==> src/rtl/lfsr_param_if.sv <==
// Burst command handshake between a controller (master) and the LFSR (slave):
// request/step count in, ready/busy/done status out.
interface lfsr_param_if #(
  parameter int CNT_W = 8
);
  logic             cmd_valid;
  logic [CNT_W-1:0] cmd_steps;
  logic             cmd_ready;
  logic             busy;
  logic             done;

  modport master (
    output cmd_valid, cmd_steps,
    input  cmd_ready, busy, done
  );

  modport slave (
    input  cmd_valid, cmd_steps,
    output cmd_ready, busy, done
  );
endinterface

==> src/rtl/lfsr_param.sv <==
// Parametrised Galois LFSR with free-run enable, seed load, counted bursts and zero-lock fix.
// Optional period checker (period_wrap/period_cnt) enabled by defining LFSR_PERIOD_CHK_EN.
module lfsr_param #(
  parameter int               WIDTH = 8,
  parameter logic [WIDTH-1:0] TAPS  = WIDTH'(8'h1C),
  parameter logic [WIDTH-1:0] SEED  = WIDTH'(8'h01),
  parameter int               CNT_W = 8
) (
  input  logic             clk,
  input  logic             res_n,
  input  logic             load,
  input  logic [WIDTH-1:0] data_in,
  input  logic             en,
  lfsr_param_if.slave      cmd,
  output logic             zero_fix,
`ifdef LFSR_PERIOD_CHK_EN
  output logic             period_wrap,
  output logic [WIDTH-1:0] period_cnt,
`endif
  output logic [WIDTH-1:0] data_out
);

  typedef enum logic {IDLE = 1'b0, BURST = 1'b1} state_t;

  state_t           state, state_nxt;
  logic [CNT_W-1:0] cnt, cnt_nxt;
  logic [WIDTH-1:0] q, q_nxt;
  logic             done_q, done_nxt;
  logic             zfix_q, zfix_nxt;
  logic             step_fire;
  logic [WIDTH-1:0] q_step;
  logic [WIDTH-1:0] load_val;

  // One Galois shift: MSB feeds bit 0 and is XORed into every tapped position.
  function automatic logic [WIDTH-1:0] lfsr_step(input logic [WIDTH-1:0] v);
    logic [WIDTH-1:0] r;
    r[0] = v[WIDTH-1];
    for (int i = 1; i < WIDTH; i++) begin
      r[i] = v[i-1] ^ (TAPS[i] & v[WIDTH-1]);
    end
    return r;
  endfunction

  assign q_step   = lfsr_step(q);
  assign load_val = (data_in == '0) ? SEED : data_in;

  always_comb begin
    state_nxt     = state;
    cnt_nxt       = cnt;
    q_nxt         = q;
    done_nxt      = 1'b0;
    zfix_nxt      = 1'b0;
    step_fire     = 1'b0;
    cmd.cmd_ready = (state == IDLE) && !load;
    cmd.busy      = (state == BURST);

    if (load) begin
      // Load wins over everything and silently aborts a running burst.
      q_nxt     = load_val;
      zfix_nxt  = (data_in == '0);
      state_nxt = IDLE;
      cnt_nxt   = '0;
    end else begin
      case (state)
        IDLE: begin
          if (cmd.cmd_valid) begin
            if (cmd.cmd_steps == '0) begin
              done_nxt = 1'b1;
            end else begin
              cnt_nxt   = cmd.cmd_steps;
              state_nxt = BURST;
            end
          end else if (en) begin
            q_nxt     = q_step;
            step_fire = 1'b1;
          end
        end
        BURST: begin
          q_nxt     = q_step;
          step_fire = 1'b1;
          cnt_nxt   = cnt - CNT_W'(1);
          if (cnt == CNT_W'(1)) begin
            state_nxt = IDLE;
            done_nxt  = 1'b1;
          end
        end
        default: state_nxt = IDLE;
      endcase
    end
  end

  always_ff @(posedge clk or negedge res_n) begin
    if (!res_n) begin
      state  <= IDLE;
      cnt    <= '0;
      q      <= SEED;
      done_q <= 1'b0;
      zfix_q <= 1'b0;
    end else begin
      state  <= state_nxt;
      cnt    <= cnt_nxt;
      q      <= q_nxt;
      done_q <= done_nxt;
      zfix_q <= zfix_nxt;
    end
  end

  assign data_out = q;
  assign cmd.done = done_q;
  assign zero_fix = zfix_q;

`ifdef LFSR_PERIOD_CHK_EN
  logic [WIDTH-1:0] ref_word;
  logic [WIDTH-1:0] pcnt;
  logic             pwrap;

  // Reference is re-captured on every load so the period is measured from the new start word.
  always_ff @(posedge clk or negedge res_n) begin
    if (!res_n) begin
      ref_word <= SEED;
      pcnt     <= '0;
      pwrap    <= 1'b0;
    end else if (load) begin
      ref_word <= load_val;
      pcnt     <= '0;
      pwrap    <= 1'b0;
    end else if (step_fire) begin
      if (q_step == ref_word) begin
        pcnt  <= '0;
        pwrap <= 1'b1;
      end else begin
        pcnt  <= pcnt + WIDTH'(1);
        pwrap <= 1'b0;
      end
    end else begin
      pwrap <= 1'b0;
    end
  end

  assign period_wrap = pwrap;
  assign period_cnt  = pcnt;
`endif

endmodule

==> src/flat_wrapper.sv <==
// flat-port wrapper written by rule: the top's interface ports become plain ports
module lfsr_param_flat 
#(
  parameter int               WIDTH = 8,
  parameter logic [WIDTH-1:0] TAPS  = WIDTH'(8'h1C),
  parameter logic [WIDTH-1:0] SEED  = WIDTH'(8'h01),
  parameter int               CNT_W = 8
)
  (clk, res_n, load, data_in, en, zero_fix, data_out, cmd_cmd_valid, cmd_cmd_steps, cmd_cmd_ready, cmd_busy, cmd_done);
  lfsr_param_if #(.CNT_W(CNT_W)) cmd_i ();
  input  logic clk;
  input  logic res_n;
  input  logic load;
  input  logic [WIDTH-1:0] data_in;
  input  logic en;
  output logic zero_fix;
  output logic [WIDTH-1:0] data_out;
  input wire logic [$bits(cmd_i.cmd_valid)-1:0] cmd_cmd_valid;
  input wire logic [$bits(cmd_i.cmd_steps)-1:0] cmd_cmd_steps;
  output wire logic [$bits(cmd_i.cmd_ready)-1:0] cmd_cmd_ready;
  output wire logic [$bits(cmd_i.busy)-1:0] cmd_busy;
  output wire logic [$bits(cmd_i.done)-1:0] cmd_done;
  assign cmd_i.cmd_valid = cmd_cmd_valid;
  assign cmd_i.cmd_steps = cmd_cmd_steps;
  assign cmd_cmd_ready = cmd_i.cmd_ready;
  assign cmd_busy = cmd_i.busy;
  assign cmd_done = cmd_i.done;
  lfsr_param #(.WIDTH(WIDTH), .TAPS(TAPS), .SEED(SEED), .CNT_W(CNT_W)) u_core (.clk(clk), .res_n(res_n), .load(load), .data_in(data_in), .en(en), .cmd(cmd_i), .zero_fix(zero_fix), .data_out(data_out));
endmodule
==> config.mk <==
export PLATFORM = sky130hd
export DESIGN_NAME = lfsr_param_flat
export DESIGN_NICKNAME = d
export VERILOG_FILES = /design/src/rtl/lfsr_param_if.sv /design/src/rtl/lfsr_param.sv /design/src/flat_wrapper.sv
export SDC_FILE = /design/constraint.sdc
export NUM_CORES = 1
export LEC_CHECK = 0
export ABC_AREA = 0
export CORE_MARGIN = 5
export CORE_UTILIZATION = 42
export CTS_BUF_LIST = sky130_fd_sc_hd__clkbuf_4 sky130_fd_sc_hd__clkbuf_8 sky130_fd_sc_hd__clkbuf_16
export CTS_CLUSTER_SIZE = 10
export DETAILED_ROUTE_END_ITERATION = 7
export PLACE_DENSITY_LB_ADDON = 0.15
export SKIP_CTS_REPAIR_TIMING = 1
export SLEW_MARGIN = 5
export SYNTH_ARGS = -nofsm -noshare
export SYNTH_HDL_FRONTEND = slang
export SYNTH_SLANG_ARGS = --single-unit
==> constraint.sdc <==
create_clock -name clk -period 1.3 [get_ports clk]
set_input_delay 0.26 -clock clk [delete_from_list [all_inputs] [get_ports clk]]
set_output_delay 0.26 -clock clk [all_outputs]
set_load 0.01 [all_outputs]
# == Word level (Yosys, flattened, before mapping) ==
# Cells that the tools add are included.
# W data, S select, Z words.
# word_totals
ramBits,0
wordCells,41
inputBits,21
latchBits,0
regBits,19
rom_bits,0
mem_count,0
# classes
bitwise_logic,4
n_mux,20
order_cmp,0
n_mul,0
addsub,1
reduce_logical,6
eq_ne,5
div_mod_pow,0
shifts,0
# op_table
cell,n
$mux W8,7
$pmux W8 S2,2
$logic_not A8 Y1,2
$ne A3 B3 Y1 const B,4
$mux W1,9
$eq A8 B1 Y1 const B,1
$sub A8 B1 Y8 const B,1
$pmux W1 S2,2
$reduce_and A2 Y1,2
$xor A1 B1 Y1,3
$logic_and A1 B1 Y1,1
$logic_not A1 Y1,1
$not A1 Y1,1

# == Longest topological paths before layout ==
# logic_depth
ltp_word,5
depth_mapped,6

# == Worst setup path after synthesis ==
# Ideal clock, no wire load.
# synth_timing
path_kind,reg-to-reg
start,reg u_core.state (netlist: u_core.cmd.busy)
end,reg u_core.q[0] (netlist: u_core.data_out[0])
t_required_ns,1.220
setup_time_ns,0.080
setup_slack_ns,-0.158
period_less_slack_ns,1.458
path_stages_with_launch,6
arrival_ns,1.378
n_path_buf,2
path_cell_list,dfrtp_1 clkbuf_2 nor2_1 o21ai_0 buf_2 o22a_1
# synth_between
elab_chain_len,3
elab_cells_between_ends,6
cone_classes,eq/ne: 2; mux: 2; bitwise: 1; reduce/logical: 1
# synth_rtl
item,line_no,rtl
from (decl),lfsr_param.sv:25,"state_t state, state_nxt;"
from (signal assigned),lfsr_param.sv:100,state <= state_nxt;
$not A1 Y1,-,
$pmux W8 S2 or $ne A3 B3 Y1 (tied branches),-,
$mux W8 or $reduce_and A2 Y1 (tied branches),-,
to (signal assigned),lfsr_param.sv:102,q <= q_nxt;
to (decl),lfsr_param.sv:27,"logic [WIDTH-1:0] q, q_nxt;"
# Several ways; a longest one is shown, not always the timed one.
# A chain may end at the register's enable or synchronous reset.

# == Worst setup path after layout ==
# layout_timing
start,reg u_core.state (netlist: u_core.cmd.busy)
end,out cmd_busy
# layout_lines
item,line_no,rtl
to (decl),flat_wrapper.sv:21,output wire logic [$bits(cmd_i.busy)-1:0] cmd_busy;
# No word-level cell between the ends.

==> results_dict.tcl <==
set metrics [dict create \
    status "finished with violations" \
    violations "setup timing" \
    grt_first_pass_wirelength_mm 4.93 \
    instances_no_fill 219 \
    cts_buffer_depth 2 \
    numPortBuffers 32 \
    h-tree-depth 1 \
    r2r-start "u_core.cmd.busy" \
    synth_area_per_cell_sq_um 9.78 \
    drc 0 \
    synth_seq_cells 19 \
    finalPower_w 0.00204 \
    start_util_pct 44.6 \
    clkTransAtPathRegs_ns 0.13 \
    tritoncts "built" \
    period_needed_ns 1.41 \
    coreArea_sq_um 2500 \
    end_kind "output port" \
    reg2reg_setup_slack_ns -0.08 \
    grt_pass1_vias 1061 \
    antenna_left 0 \
    leakage_nw 1.06 \
    clock.fmax_mhz 710 \
    synthCells 114 \
    crit_path_start_kind "register" \
    grtUsageTotal_pct 17.5 \
    gp_congestion 0.836 \
    synth_compound_area_share_pct 22.0 \
    yosysUniqueCellTypes 41 \
    first_pass_iters 4 \
    maxCapViolCount 0 \
    fin_area_sq_um 2090 \
    yosysSeqAreaShare_pct 42.8 \
    layout_worst_path_cycle_share_pct 108 \
    timing.rr.end "u_core.cnt[6]" \
    skew_ns 0.0122 \
    cts_buffers 3 \
    hold_ws_ns 0.289 \
    final_max_slew_viol_count 0 \
    syn_nets 137 \
    grt_overflow 0 \
    antenna_found_initial 0 \
    dp_hpwl_mm 2.21 \
    worst_slew_pin_slew_ns 0.298 \
    crit_type "register to output port" \
    synth_simple_gate_area_share_pct 15.4 \
    synth_top_area_share_pct 40.4 \
    clock_latency_ns 0.31 \
    path_cells "buf_6 -> buf_4 -> clkbuf_2" \
    worstRegToRegCells 6 \
    drive_gt1_share_pct 51.9 \
    worstPathArrival_ns 1.15 \
    grt_max_degree 20 \
    ys_warn_count 0 \
    place_area_sq_um 1660 \
    ir_drop_mv 0.908 \
    wl_per_cell_microns 18.2 \
    drtIter0Drc 39 \
    synth_top_cell_by_area "dfrtp_1" \
    critical_path_required_ns 1.04 \
    io_pins 33 \
    synth_mux_area_share_pct 8.42 \
    final_common_cell "buf_4" \
    powerDensity_nw_per_um2 977 \
    finalSetupViolCount 11 \
    synth_area_sq_um 1110 \
    hold_viol_final 0 \
    synth_xor_xnor_area_share_pct 4.71 \
    rsz0062_at_grt "yes" \
    final_nets 213 \
    mostFrequentLayoutCells "37 x buf_4, 18 x dlymetal6s2s_1, 17 x dfrtp_1" \
    cpMaxStageDelayCell "dfrtp_2" \
    place_inst 195 \
    die_w_microns 61.5 \
    cts_root_buf "clkbuf_4" \
    die_area_sq_um 3780 \
    drt_wl_total_mm 3.99 \
    num_antenna_cells 0 \
    setup_tns_ns -0.621 \
    via_count 1228 \
    critPathMaxFanout 2 \
    yosys-top-cells-area "dfrtp_1 40%, mux2i_1 5.4%, a21oi_1 3.6%, a211oi_1 3.4%, a221oi_1 3.1%" \
    viasPerCell 5.61 \
    area_growth_pct 87.7 \
    post-route-worst-setup-slack_ns -0.108 \
    min_path_type "primary input to async pin" \
    synth_top_family_by_area "compound AO/OA/AOI/OAI gates" \
    dieHeight_microns 61.5 \
    cts.sinks 19 \
    relSlewSlack_pct 80.1 \
    critPathMaxStageDelay_ns 0.47 \
    rows 18 \
    synth_fa_ha_area_share_pct 2.24 \
]
==> per-stage QoR <==
step / utilization, % / worst slack (ns)
floorplan: - / -0.100
global placement: 66.4 / -0.581
detailed placement: 66.4 / -0.633
CTS: 67.5 / -0.435
global route: 83.7 / -0.159
finish: 83.7 / -0.108
==> cell usage after synthesis, drive strengths merged <==
| cell | n |
|---|---|
| dfrtp | 18 |
| nand2 | 9 |
| nor2 | 9 |
| a21oi | 8 |
| a211oi | 6 |
| mux2i | 6 |
| o21ai | 6 |
| buf | 5 |
| a221oi | 4 |
| inv | 4 |
| xnor2 | 4 |
| clkbuf | 3 |
| mux2 | 3 |
| or4 | 3 |
| a31oi | 2 |
| ha | 2 |
| nand3 | 2 |
| nor4 | 2 |
| o41ai | 2 |
| or2 | 2 |
| xor2 | 2 |
| a21o | 1 |
| and3 | 1 |
| dfstp | 1 |
| nand2b | 1 |
| nand4b | 1 |
| nor2b | 1 |
| nor3 | 1 |
| o211ai | 1 |
| o221ai | 1 |
| o22a | 1 |
| o2bb2ai | 1 |
| or3 | 1 |
==> where the power goes <==
group	leakage, nW	total (W)	switching (W)	internal (W)
clock network	0.0177	0.000323	0.000208	0.000115
registers	0.235	0.000751	0.0000710	0.000680
logic	0.811	0.000972	0.000421	0.000551
total	1.06	0.00204	0.000700	0.00134
==> worst max path at each step <==
stage	endpoint	from	slack [ns]
2_1_floorplan	u_core.cnt[5]	cmd_cmd_steps[2]	-0.10
3_3_place_gp	u_core.cnt[0]	cmd_cmd_steps[2]	-0.58
4_1_cts	cmd_cmd_ready	load	-0.43
5_1_grt	u_core.cnt[7]	u_core.cnt[0]	-0.16
6_report	cmd_busy	u_core.cmd.busy	-0.11
3_5_place_dp	u_core.cnt[5]	cmd_cmd_steps[2]	-0.63
==> per-layer routing <==
| metal | up-vias | global-route usage (%) | routed length [microns] |
|---|---|---|---|
| li1 | 567 | - | - |
| met1 | 607 | 25.2 | 1680 |
| met2 | 48 | 26.9 | 2000 |
| met3 | 6 | 2.52 | 268 |
| met4 | 0 | 5.76 | 43 |
| met5 | - | 0 | 0 |
==> flip-flops by register name, indices dropped and copies added, names as in the netlist <==
register         cells
u_core.data_out      8
u_core.cmd.done      1
u_core.cnt           8
u_core.zero_fix      1
u_core.cmd.busy      1
==> critical path: cells and delay by family (launching register included) <==
kind / cells / cell delay, ns
DFF: 1 / 0.47
buffers and inverters: 3 / 0.38
==> area by class of cell <==
cell class | instances | area (sq um)
well taps | 30 | 37.5
multi-input cells | 83 | 777
repair buffers | 79 | 754
inverters | 4 | 17.5
flip-flops and latches | 19 | 478
clock inverters | 1 | 5.00
clock buffers | 3 | 22.5
fillers | 130 | 408
==> kinds of logic after synthesis <==
kind of cell               Yosys count
muxes                                9
buffers and inverters               12
and+or+nand+nor                     33
xor gates and xnor gates             6
AOI/OAI and AO/OA                   33
DFF                                 19
adders and majority gates            2
(Power assumes the default switching activity.)
